### src/rtl/mem_wb_stage.sv
`default_nettype none
// ============================================================================
//  Module   : mem_wb_stage
//  Purpose  : MEM/WB pipeline register and write-back stage. Latches the
//             MEM-stage result bundle, selects the write-back value (ALU
//             result, load data or link address), drives the register file
//             write port, provides a same-cycle write-through bypass for the
//             ID-stage operand reads and counts retired instructions.
//  Ports    : clk, rst (async, active-high)
//             in_*                 - MEM-stage result bundle
//             stall / flush        - hold / insert bubble (flush wins)
//             reg1/2_addr, data1/2 - ID read addresses and raw RF data
//             write_bus/addr/en    - register file write port
//             fwd_data1/2          - bypass-corrected ID operands
//             retired              - count of instructions leaving the stage
//  Revision : 1.0 - initial release
// ============================================================================
module mem_wb_stage #(
   parameter int word_len = 32,
   parameter int addr_len = 5,
   parameter int link_reg = 31
) (
   input  logic                clk,
   input  logic                rst,
   input  logic                in_valid,
   input  logic                in_reg_write,
   input  logic                in_mem_to_reg,
   input  logic                in_link,
   input  logic [word_len-1:0] in_alu_result,
   input  logic [word_len-1:0] in_mem_rdata,
   input  logic [word_len-1:0] in_pc_plus4,
   input  logic [addr_len-1:0] in_rd_addr,
   input  logic                stall,
   input  logic                flush,
   input  logic [addr_len-1:0] reg1_addr,
   input  logic [addr_len-1:0] reg2_addr,
   input  logic [word_len-1:0] data1,
   input  logic [word_len-1:0] data2,
   output logic [word_len-1:0] write_bus,
   output logic [addr_len-1:0] write_addr,
   output logic                write_en,
   output logic [word_len-1:0] fwd_data1,
   output logic [word_len-1:0] fwd_data2,
   output logic [31:0]         retired
);

   localparam logic [addr_len-1:0] c_link_addr = addr_len'(link_reg);
   localparam logic [addr_len-1:0] c_zero_addr = '0;

   logic                r_valid;
   logic                r_reg_write;
   logic                r_mem_to_reg;
   logic                r_link;
   logic [word_len-1:0] r_alu_result;
   logic [word_len-1:0] r_mem_rdata;
   logic [word_len-1:0] r_pc_plus4;
   logic [addr_len-1:0] r_rd_addr;
   logic [31:0]         r_retired;

   logic [word_len-1:0] w_write_bus;
   logic [addr_len-1:0] w_write_addr;
   logic                w_write_en;
   logic                w_leaving;

   // The held instruction leaves when the stage advances or is flushed; a
   // stalled instruction is therefore counted exactly once, on release.
   assign w_leaving = r_valid & (~stall | flush);

   always_ff @(posedge clk or posedge rst) begin
      if (rst) begin
         r_valid      <= 1'b0;
         r_reg_write  <= 1'b0;
         r_mem_to_reg <= 1'b0;
         r_link       <= 1'b0;
         r_alu_result <= '0;
         r_mem_rdata  <= '0;
         r_pc_plus4   <= '0;
         r_rd_addr    <= '0;
         r_retired    <= '0;
      end else begin
         if (w_leaving) begin
            r_retired <= r_retired + 32'd1;
         end
         if (flush) begin
            // Only the control bits matter for a bubble; data fields hold.
            r_valid     <= 1'b0;
            r_reg_write <= 1'b0;
         end else if (!stall) begin
            r_valid      <= in_valid;
            r_reg_write  <= in_reg_write;
            r_mem_to_reg <= in_mem_to_reg;
            r_link       <= in_link;
            r_alu_result <= in_alu_result;
            r_mem_rdata  <= in_mem_rdata;
            r_pc_plus4   <= in_pc_plus4;
            r_rd_addr    <= in_rd_addr;
         end
      end
   end

   // Write-back select: link overrides the load path and the destination.
   always_comb begin
      w_write_bus  = r_alu_result;
      w_write_addr = r_rd_addr;
      if (r_link) begin
         w_write_bus  = r_pc_plus4;
         w_write_addr = c_link_addr;
      end else if (r_mem_to_reg) begin
         w_write_bus  = r_mem_rdata;
      end
   end

   // Register 0 is hard-wired; suppressing its write also stops it from
   // ever being bypassed.
   assign w_write_en = r_valid & r_reg_write & (w_write_addr != c_zero_addr);

   always_comb begin
      fwd_data1 = data1;
      fwd_data2 = data2;
      if (w_write_en && (w_write_addr == reg1_addr)) begin
         fwd_data1 = w_write_bus;
      end
      if (w_write_en && (w_write_addr == reg2_addr)) begin
         fwd_data2 = w_write_bus;
      end
   end

   assign write_bus  = w_write_bus;
   assign write_addr = w_write_addr;
   assign write_en   = w_write_en;
   assign retired    = r_retired;

endmodule
`default_nettype wire

### config.mk
export PLATFORM = sky130hd
export DESIGN_NAME = mem_wb_stage
export DESIGN_NICKNAME = d
export VERILOG_FILES = /design/src/rtl/mem_wb_stage.sv
export SDC_FILE = /design/constraint.sdc
export NUM_CORES = 1
export LEC_CHECK = 0
export BUFFER_PORTS_ARGS = -buffer_cell sky130_fd_sc_hd__buf_2
export CAP_MARGIN = 20
export CORE_ASPECT_RATIO = 1.25
export CORE_UTILIZATION = 25
export CTS_BUF_LIST = sky130_fd_sc_hd__clkbuf_8
export DETAILED_ROUTE_END_ITERATION = 10
export PLACE_DENSITY = 0.52
export SETUP_SLACK_MARGIN = 0.1
export SKIP_CTS_REPAIR_TIMING = 1
export SYNTH_ARGS = -nofsm -noshare
export SYNTH_HDL_FRONTEND = slang
export SYNTH_SLANG_ARGS = --single-unit
### constraint.sdc
create_clock -name clk -period 8.02 [get_ports clk]
set_clock_uncertainty 0.2 [all_clocks]
set_input_delay 1.203 -clock clk [delete_from_list [all_inputs] [get_ports clk]]
set_output_delay 1.203 -clock clk [all_outputs]
set_load 0.01 [all_outputs]
==> After elaboration in Yosys (flattened, before gate mapping) <==
Cells that the tools add are included.
{ "totals": {"regBits": 137, "in_bits": 183, "output_inout_bits": 134} }
{ "classes": {"addsub": 1, "n_eq_ne": 3, "muxes": 9, "bitwise": 6, "reduce_logical": 4} }
{ "ops": {"columns": ["operator", "count"], "rows": [
  ["$mux W32", 4],
  ["$add A32 B1 Y32 const B", 1],
  ["$eq A5 B5 Y1", 2],
  ["$mux W5", 1],
  ["$reduce_bool A5 Y1", 1],
  ["$mux W1", 4],
  ["$and A1 B1 Y1", 3],
  ["$logic_and A1 B1 Y1", 2],
  ["$ne A2 B1 Y1 const B", 1],
  ["$not A1 Y1", 2],
  ["$reduce_and A2 Y1", 1],
  ["$or A1 B1 Y1", 1]
]} }

==> Longest topological paths before layout <==
Gate-level depths: netlist of the first run.
{ "depth": {"word_depth": 5, "ltp_mapped": 6, "depth_no_buf": 4} }

==> Worst setup path before layout of the first run <==
Ideal clock, no wire load.
{ "synth_timing": {"path_kind": "input -> output", "startpoint": "in reg1_addr[0]", "endpoint": "out fwd_data1[10]", "arrival_time_ns": 2.676, "t_required_ns": 6.617, "path_slack_ns": 3.941, "stages": 5, "n_path_buf": 1, "cell_sequence": "xor2_1 > or3_4 > a221oi_4 > buf_12 > mux2_4"} }
{ "synth_via": {"elab_chain_len": 3} }
{ "synth_lines": {"columns": ["item", "line_no", "source"], "rows": [
  ["start: declaration", "35", "input logic [addr_len-1:0] reg1_addr,"],
  ["$eq A5 B5 Y1", "120", "if (w_write_en && (w_write_addr == reg1_addr)) begin"],
  ["$logic_and A1 B1 Y1", "120", null],
  ["$mux W32", "120", null],
  ["end: declaration", "42", "output logic [word_len-1:0] fwd_data1,"]
]} }
Every way passes these cells.

==> Worst setup path after layout of the first run <==
{ "layout_timing": {"startpoint": "reg r_link", "endpoint": "out fwd_data2[21]"} }
{ "layout_via": {"elab_chain_len": 5, "word_cells_on_any_way": 7} }
{ "layout_lines": {"columns": ["item", "line_no", "source"], "rows": [
  ["start: declaration", "53", "logic r_link;"],
  ["start signal: assignment", "92", "r_link <= in_link;"],
  ["$mux W5", "105", "if (r_link) begin"],
  ["$reduce_bool A5 Y1", "115", "assign w_write_en = r_valid & r_reg_write & (w_write_addr != c_zero_addr);"],
  ["$and A1 B1 Y1", "115", null],
  ["$logic_and A1 B1 Y1", "123", "if (w_write_en && (w_write_addr == reg2_addr)) begin"],
  ["$mux W32 (*)", "123", null],
  ["end: declaration", "43", "output logic [word_len-1:0] fwd_data2,"]
]} }
Mark *: on every way between the ends. The rest lies on a longest branch, timed or not.

==> results of run 1 <==
[cell usage in the layout, fill, tap and decap left out, types with 8 or more instances in the layout]
cell type	count
buf_2	316
dfrtp_1	135
mux2_2	127
nand2_1	40
mux2i_1	34
o21ai_0	32
mux2_4	30
xor2_1	26
nor3_1	20
clkbuf_8	17
mux2_1	11
nor4_1	10
nand3_1	9
xnor2_1	9
inv_1	8
[worst reg2reg max path: cells and delay by family, from the launching register on]
| family | cells | cell delay (ns) |
|---|---|---|
| flip-flops | 1 | 0.44 |
| AND/OR/NAND/NOR | 3 | 1.46 |
| XOR/XNOR | 1 | 0.18 |
[worst paths after layout]
check                                 start             to
worst max-delay path                 r_link  fwd_data2[21]
worst min-delay path            retired[31]    retired[31]
worst max register to register   retired[6]    retired[25]
worst min register to register  retired[31]    retired[31]
max in group asynchronous               rst         r_link
min in group asynchronous               rst    retired[22]
[through the flow]
step | utilization (%) | area (µm²) | setup WS, ns | total power (W) | cells
global placement | 32.0 | 9110 | 2.65 | 0.00130 | 1222
finish | 33.6 | 9560 | 2.79 | 0.00190 | 1257
global route | 33.6 | 9560 | 2.53 | 0.00202 | 1257
floorplan | - | 7260 | 2.95 | 0.00112 | 583
detailed placement | 32.0 | 9110 | 2.63 | 0.00131 | 1222
CTS | 33.4 | 9520 | 2.16 | 0.00194 | 1254
[layout make-up]
| type | instances | area, µm² | share of cell area [%] |
|---|---|---|---|
| Antenna cell | 1 | 2.50 | 0.0262 |
| Clock buffer | 17 | 234 | 2.45 |
| Clock inverter | 15 | 181 | 1.90 |
| Inverter | 9 | 38.8 | 0.406 |
| Multi-Input combinational cell | 399 | 3570 | 37.3 |
| Sequential cell | 137 | 3430 | 35.9 |
| Tap cell | 355 | 444 | 4.65 |
| Timing Repair Buffer | 324 | 1660 | 17.4 |
[synthesized netlist by cell type, drive strengths merged]
cell and count:
nor3 20, nor2 8, a221oi 2, nand2 40
o21ai 32, inv 9, xor2 26, mux2i 34
or2 5, mux2 168, a21o 4, xnor2 9
o21a 7, o211ai 4, nand2b 1, dfrtp 137
or4 2, nand4 7, and4 2, buf 13
ha 1, clkbuf 25, nor4 10, or3 5
and2 1, o221ai 2, nand3 9
[cell families (layout without fill, tap and decap cells)]
group / after synthesis / count (layout) / synth area share (%)
XOR/XNOR: 35 / 35 / 4.22
other: 0 / 1 / 0
multiplexers: 202 / 202 / 32.3
AND/OR/NAND/NOR: 110 / 110 / 7.64
AO/OA/AOI/OAI: 51 / 51 / 4.72
buffers and inverters: 47 / 365 / 3.69
flip-flops: 137 / 137 / 47.2
adder cells (fa/ha/maj): 1 / 1 / 0.172
[power by group through the flow]
stage               clock network, W  registers [W]  logic [W]
global placement                   0       0.000864   0.000436
floorplan                          0       0.000838   0.000282
finish                      0.000611       0.000852   0.000436
global route                0.000669       0.000868   0.000481
CTS                         0.000639       0.000854   0.000443
detailed placement                 0       0.000867   0.000442
[layer usage]
metal  track usage [%]  share of wire [%]
met2              23.3                 49
met5                 0               0.15
met4              4.42                1.2
met1              18.6                 45
met3              3.53                4.7
==> metrics.yaml, run 1 <==
power:
  power_frac_clock_pct: 32.2
  p_per_area_mw_per_mm2: 199
  p_comb_share_pct: 23.0
  ir_drop_uv: 136
  leakage_nw: 4.63
  p_switching_w: 0.000611
  internal-power_w: 0.00129
  pwr-share-seq_pct: 44.9
  switching_share_pct: 32.2
worst_setup_path:
  cpMostUsedCell: "buf_4"
  start_kind: "register"
  reg2reg_depth: 4
  path_depth: 7
  path_buf_inv: 3
  required_ns: 6.62
  cpMaxStageDelayCell: "dfrtp_2"
  cp-end-kind: "output pin"
  crit_arrival_ns: 3.83
  worstPathMaxFanout: 49
  crit_family: "buffers and inverters"
  r2r_setup_slack_ns: 5.66
  cpPeakStageDelay_ns: 0.64
  criticalPathCategory: "reg -> out"
  crit_chain: "buf_4 -> or2_1 -> or3_4 -> a221oi_4 -> buf_4 -> mux2_1 -> buf_2"
synthesis:
  synth_top_area_share_pct: 47.2
  netlist_top_cells_area: "dfrtp_1 47%, mux2_2 20%, mux2_4 6.2%, mux2i_1 4.7%, xor2_1 3.1%"
  synth-warning-count: 0
  synth_nets: 767
  synth_area_mm2: 0.00726
  syn_inst: 583
  avgSynthCellArea_um2: 12.4
  synth_cell_types: 34
  synth_area_leader_cell: "dfrtp_1"
  seq_area_frac_synth_pct: 47.2
  ys_seq_elements: 137
place:
  port_buffers: 316
  gp_congestion: 0.778
  hpwl_um: 15800
hold_path:
  hold_path.class: "reg -> reg"
  hold_path_depth: 1
timing:
  period_share_pct: 65.2
  fmax_ghz: 0.191
  final.min_clock_period_ns: 5.23
  finalHoldViolCount: 0
  final.setup.tns_ns: 0
  hold_ws_ns: 0.278
  rsz0062_at_grt: "no"
  worst_pin_slew_ns: 0.905
  finalSetupViolCount: 0
  finalMaxSlewViolations: 0
  relSlewSlack_pct: 39.7
floorplan:
  fp-row-count: 69
  die_x_um: 154
  core_mm2: 0.0285
  fp.dieH_um: 192
  die_area_mm2: 0.0297
  start_util_pct: 25.5
  pin_count: 317
clock_tree:
  clock_latency_ns: 0.44
  clk_pin_slew_ns: 0.09
  cts.sinks: 137
  htree_levels: 4
  numCtsBuffers: 17
  clk_path_buf_depth: 2
  clockRootBuffer: "clkbuf_8"
  cts_tree: "yes"
global_routing:
  grt.overflow.total: 0
  grt_pass1_wl_um: 32200
  grt_usage_pct: 14.3
  grt_max_degree: 78
  antenna_found_initial: 3
  grt_pass1_vias: 5447
status:
  status: "finished clean"
finish:
  syn_to_final_growth_pct: 31.8
  drive_gt1_share_pct: 58.3
  fin_nets: 1072
  nFillCells: 2971
route:
  final_antenna_net_count: 0
  wl_per_cell_um: 16.9
  via_per_inst: 4.48
  drc: 0
  routed_wl_um: 21200
  dr_total_vias: 5632
  drt_iter0_drc: 199
  drt_pass1_iterations: 4
flow_run:
  maxCapViolations: 0
(Power assumes the default switching activity.)
==> inputs of run 2 (changes only) <==
Settings changed: PLACE_DENSITY 0.52 to 0.53.
Clock period 8.02 ns to 4.2 ns, I/O delays scaled along.
==> metrics.yaml, run 2 (synthesized netlist as in run 1, its figures left out) <==
worst_setup_path:
  r2r_setup_slack_ns: 1.84
  crit_arrival_ns: 2.82
  reg2reg_depth: 4
  required_ns: 3.37
  r2r_end: "retired[28]"
  cp-end-kind: "output pin"
  setup.worst_path.end: "fwd_data2[19]"
  r2r_start: "retired[6]"
  criticalPathCategory: "reg -> out"
  crit_start: "r_link"
  start_kind: "register"
  worstPathMaxFanout: 18
status:
  status: "finished clean"
finish:
  fin_nets: 1078
  nFillCells: 2980
  final_common_cell: "buf_2"
  syn_to_final_growth_pct: 32.1
  regArea_mm2: 0.00343
  drive_gt1_share_pct: 58.5
  final_cell_mix: "316 x buf_2, 135 x dfrtp_1, 127 x mux2_2"
  multi_input_area_mm2: 0.00357
  fin_area_mm2: 0.00959
global_routing:
  antenna_found_initial: 3
  grt_usage_pct: 13.9
  grt_pass1_wl_um: 31500
  grt.overflow.total: 0
  grt_pass1_vias: 5532
  grt_max_degree: 79
floorplan:
  die_area_mm2: 0.0297
  pin_count: 317
  core_mm2: 0.0285
  fp-row-count: 69
  start_util_pct: 25.5
  fp.dieH_um: 192
  die_x_um: 154
timing:
  rsz0062_at_grt: "no"
  finalMaxSlewViolations: 0
  final.min_clock_period_ns: 3.65
  relSlewSlack_pct: 51.7
  hold_ws_ns: 0.0857
  period_share_pct: 87.0
  fmax_ghz: 0.274
  final.setup.tns_ns: 0
  finalSetupViolCount: 0
  finalHoldViolCount: 0
  worst_pin_slew_ns: 0.723
hold_path:
  hold_path.class: "in -> async"
power:
  p_total_w: 0.00357
  leakage_nw: 4.65
  p_per_area_mw_per_mm2: 372
  ir_drop_uv: 159
route:
  via_per_inst: 4.48
  drt_pass1_iterations: 4
  final_antenna_net_count: 0
  drc: 0
  drt_iter0_drc: 238
  dr_total_vias: 5661
  routed_wl_um: 20600
  wl_per_cell_um: 16.3
place:
  place_area_mm2: 0.00919
  hpwl_um: 15600
  port_buffers: 316
  gp_congestion: 0.799
clock_tree:
  numCtsBuffers: 17
  clock_latency_ns: 0.44
  cts.sinks: 137
  clk_pin_slew_ns: 0.09
  clockRootBuffer: "clkbuf_8"
  cts_tree: "yes"
  clk_path_buf_depth: 2
  htree_levels: 4
flow_run:
  maxCapViolations: 0
-- run 2: cell types whose count changed in the layout (fill, tap and decap cells not counted) --
cell,before,now
buf_4,6,12
clkinvlp_4,2,4
inv_6,6,4
buf_12,1,2
buf_8,1,0
bufinv_16,2,1
clkinv_4,2,3
-- run 2: metal layers --
layer,vias to the layer above,track usage (%),share of wire [%]
li1,2716,-,-
met1,2778,17.9,45
met2,148,23.2,49
met3,15,3.41,5.0
met4,4,3.85,1.2
met5,-,0,0.13
-- run 2: final cells by class --
cell class              count  share of cell area, %
repair buffers            330                   17.9
flip-flops and latches    137                   35.8
clock inverters            15                   1.66
well taps                 355                   4.63
diodes                      1                 0.0261
inverters                   9                  0.391
multi-input cells         399                   37.2
clock buffers              17                   2.44
-- run 2: how the worst min path moves through the flow --
| stage | startpoint | endpoint | slack (ns) | cells past startpoint |
|---|---|---|---|---|
| 2_1_floorplan | r_alu_result[29] | r_alu_result[29] | 0.28 | 1 |
| 3_3_place_gp | retired[31] | retired[31] | 0.26 | 1 |
| 3_5_place_dp | retired[31] | retired[31] | 0.26 | 1 |
| 4_1_cts | rst | r_mem_rdata[20] | 0.07 | 2 |
| 5_1_grt | rst | r_mem_rdata[20] | 0.09 | 2 |
| 6_report | rst | r_alu_result[19] | 0.09 | 2 |
-- run 2: where the power goes --
part           internal (W)  switching (W)
registers           0.00149       0.000124
clock network      0.000494       0.000608
logic              0.000422       0.000430
-- run 2: per-stage QoR --
| stage | utilization, % | cells | setup WS (ns) |
|---|---|---|---|
| floorplan | - | 583 | 1.27 |
| global placement | 32.3 | 1230 | 0.968 |
| detailed placement | 32.3 | 1230 | 0.952 |
| CTS | 33.6 | 1262 | 0.494 |
| global route | 33.7 | 1263 | 0.342 |
| finish | 33.7 | 1263 | 0.545 |
-- run 2: worst max-delay path, cell delays in order, from the launching register on --
cell	delay [ns]
dfrtp_2	0.48
or2_1	0.32
or3_4	0.41
a221oi_4	0.29
buf_4	0.36
mux2_2	0.38
buf_2	0.14
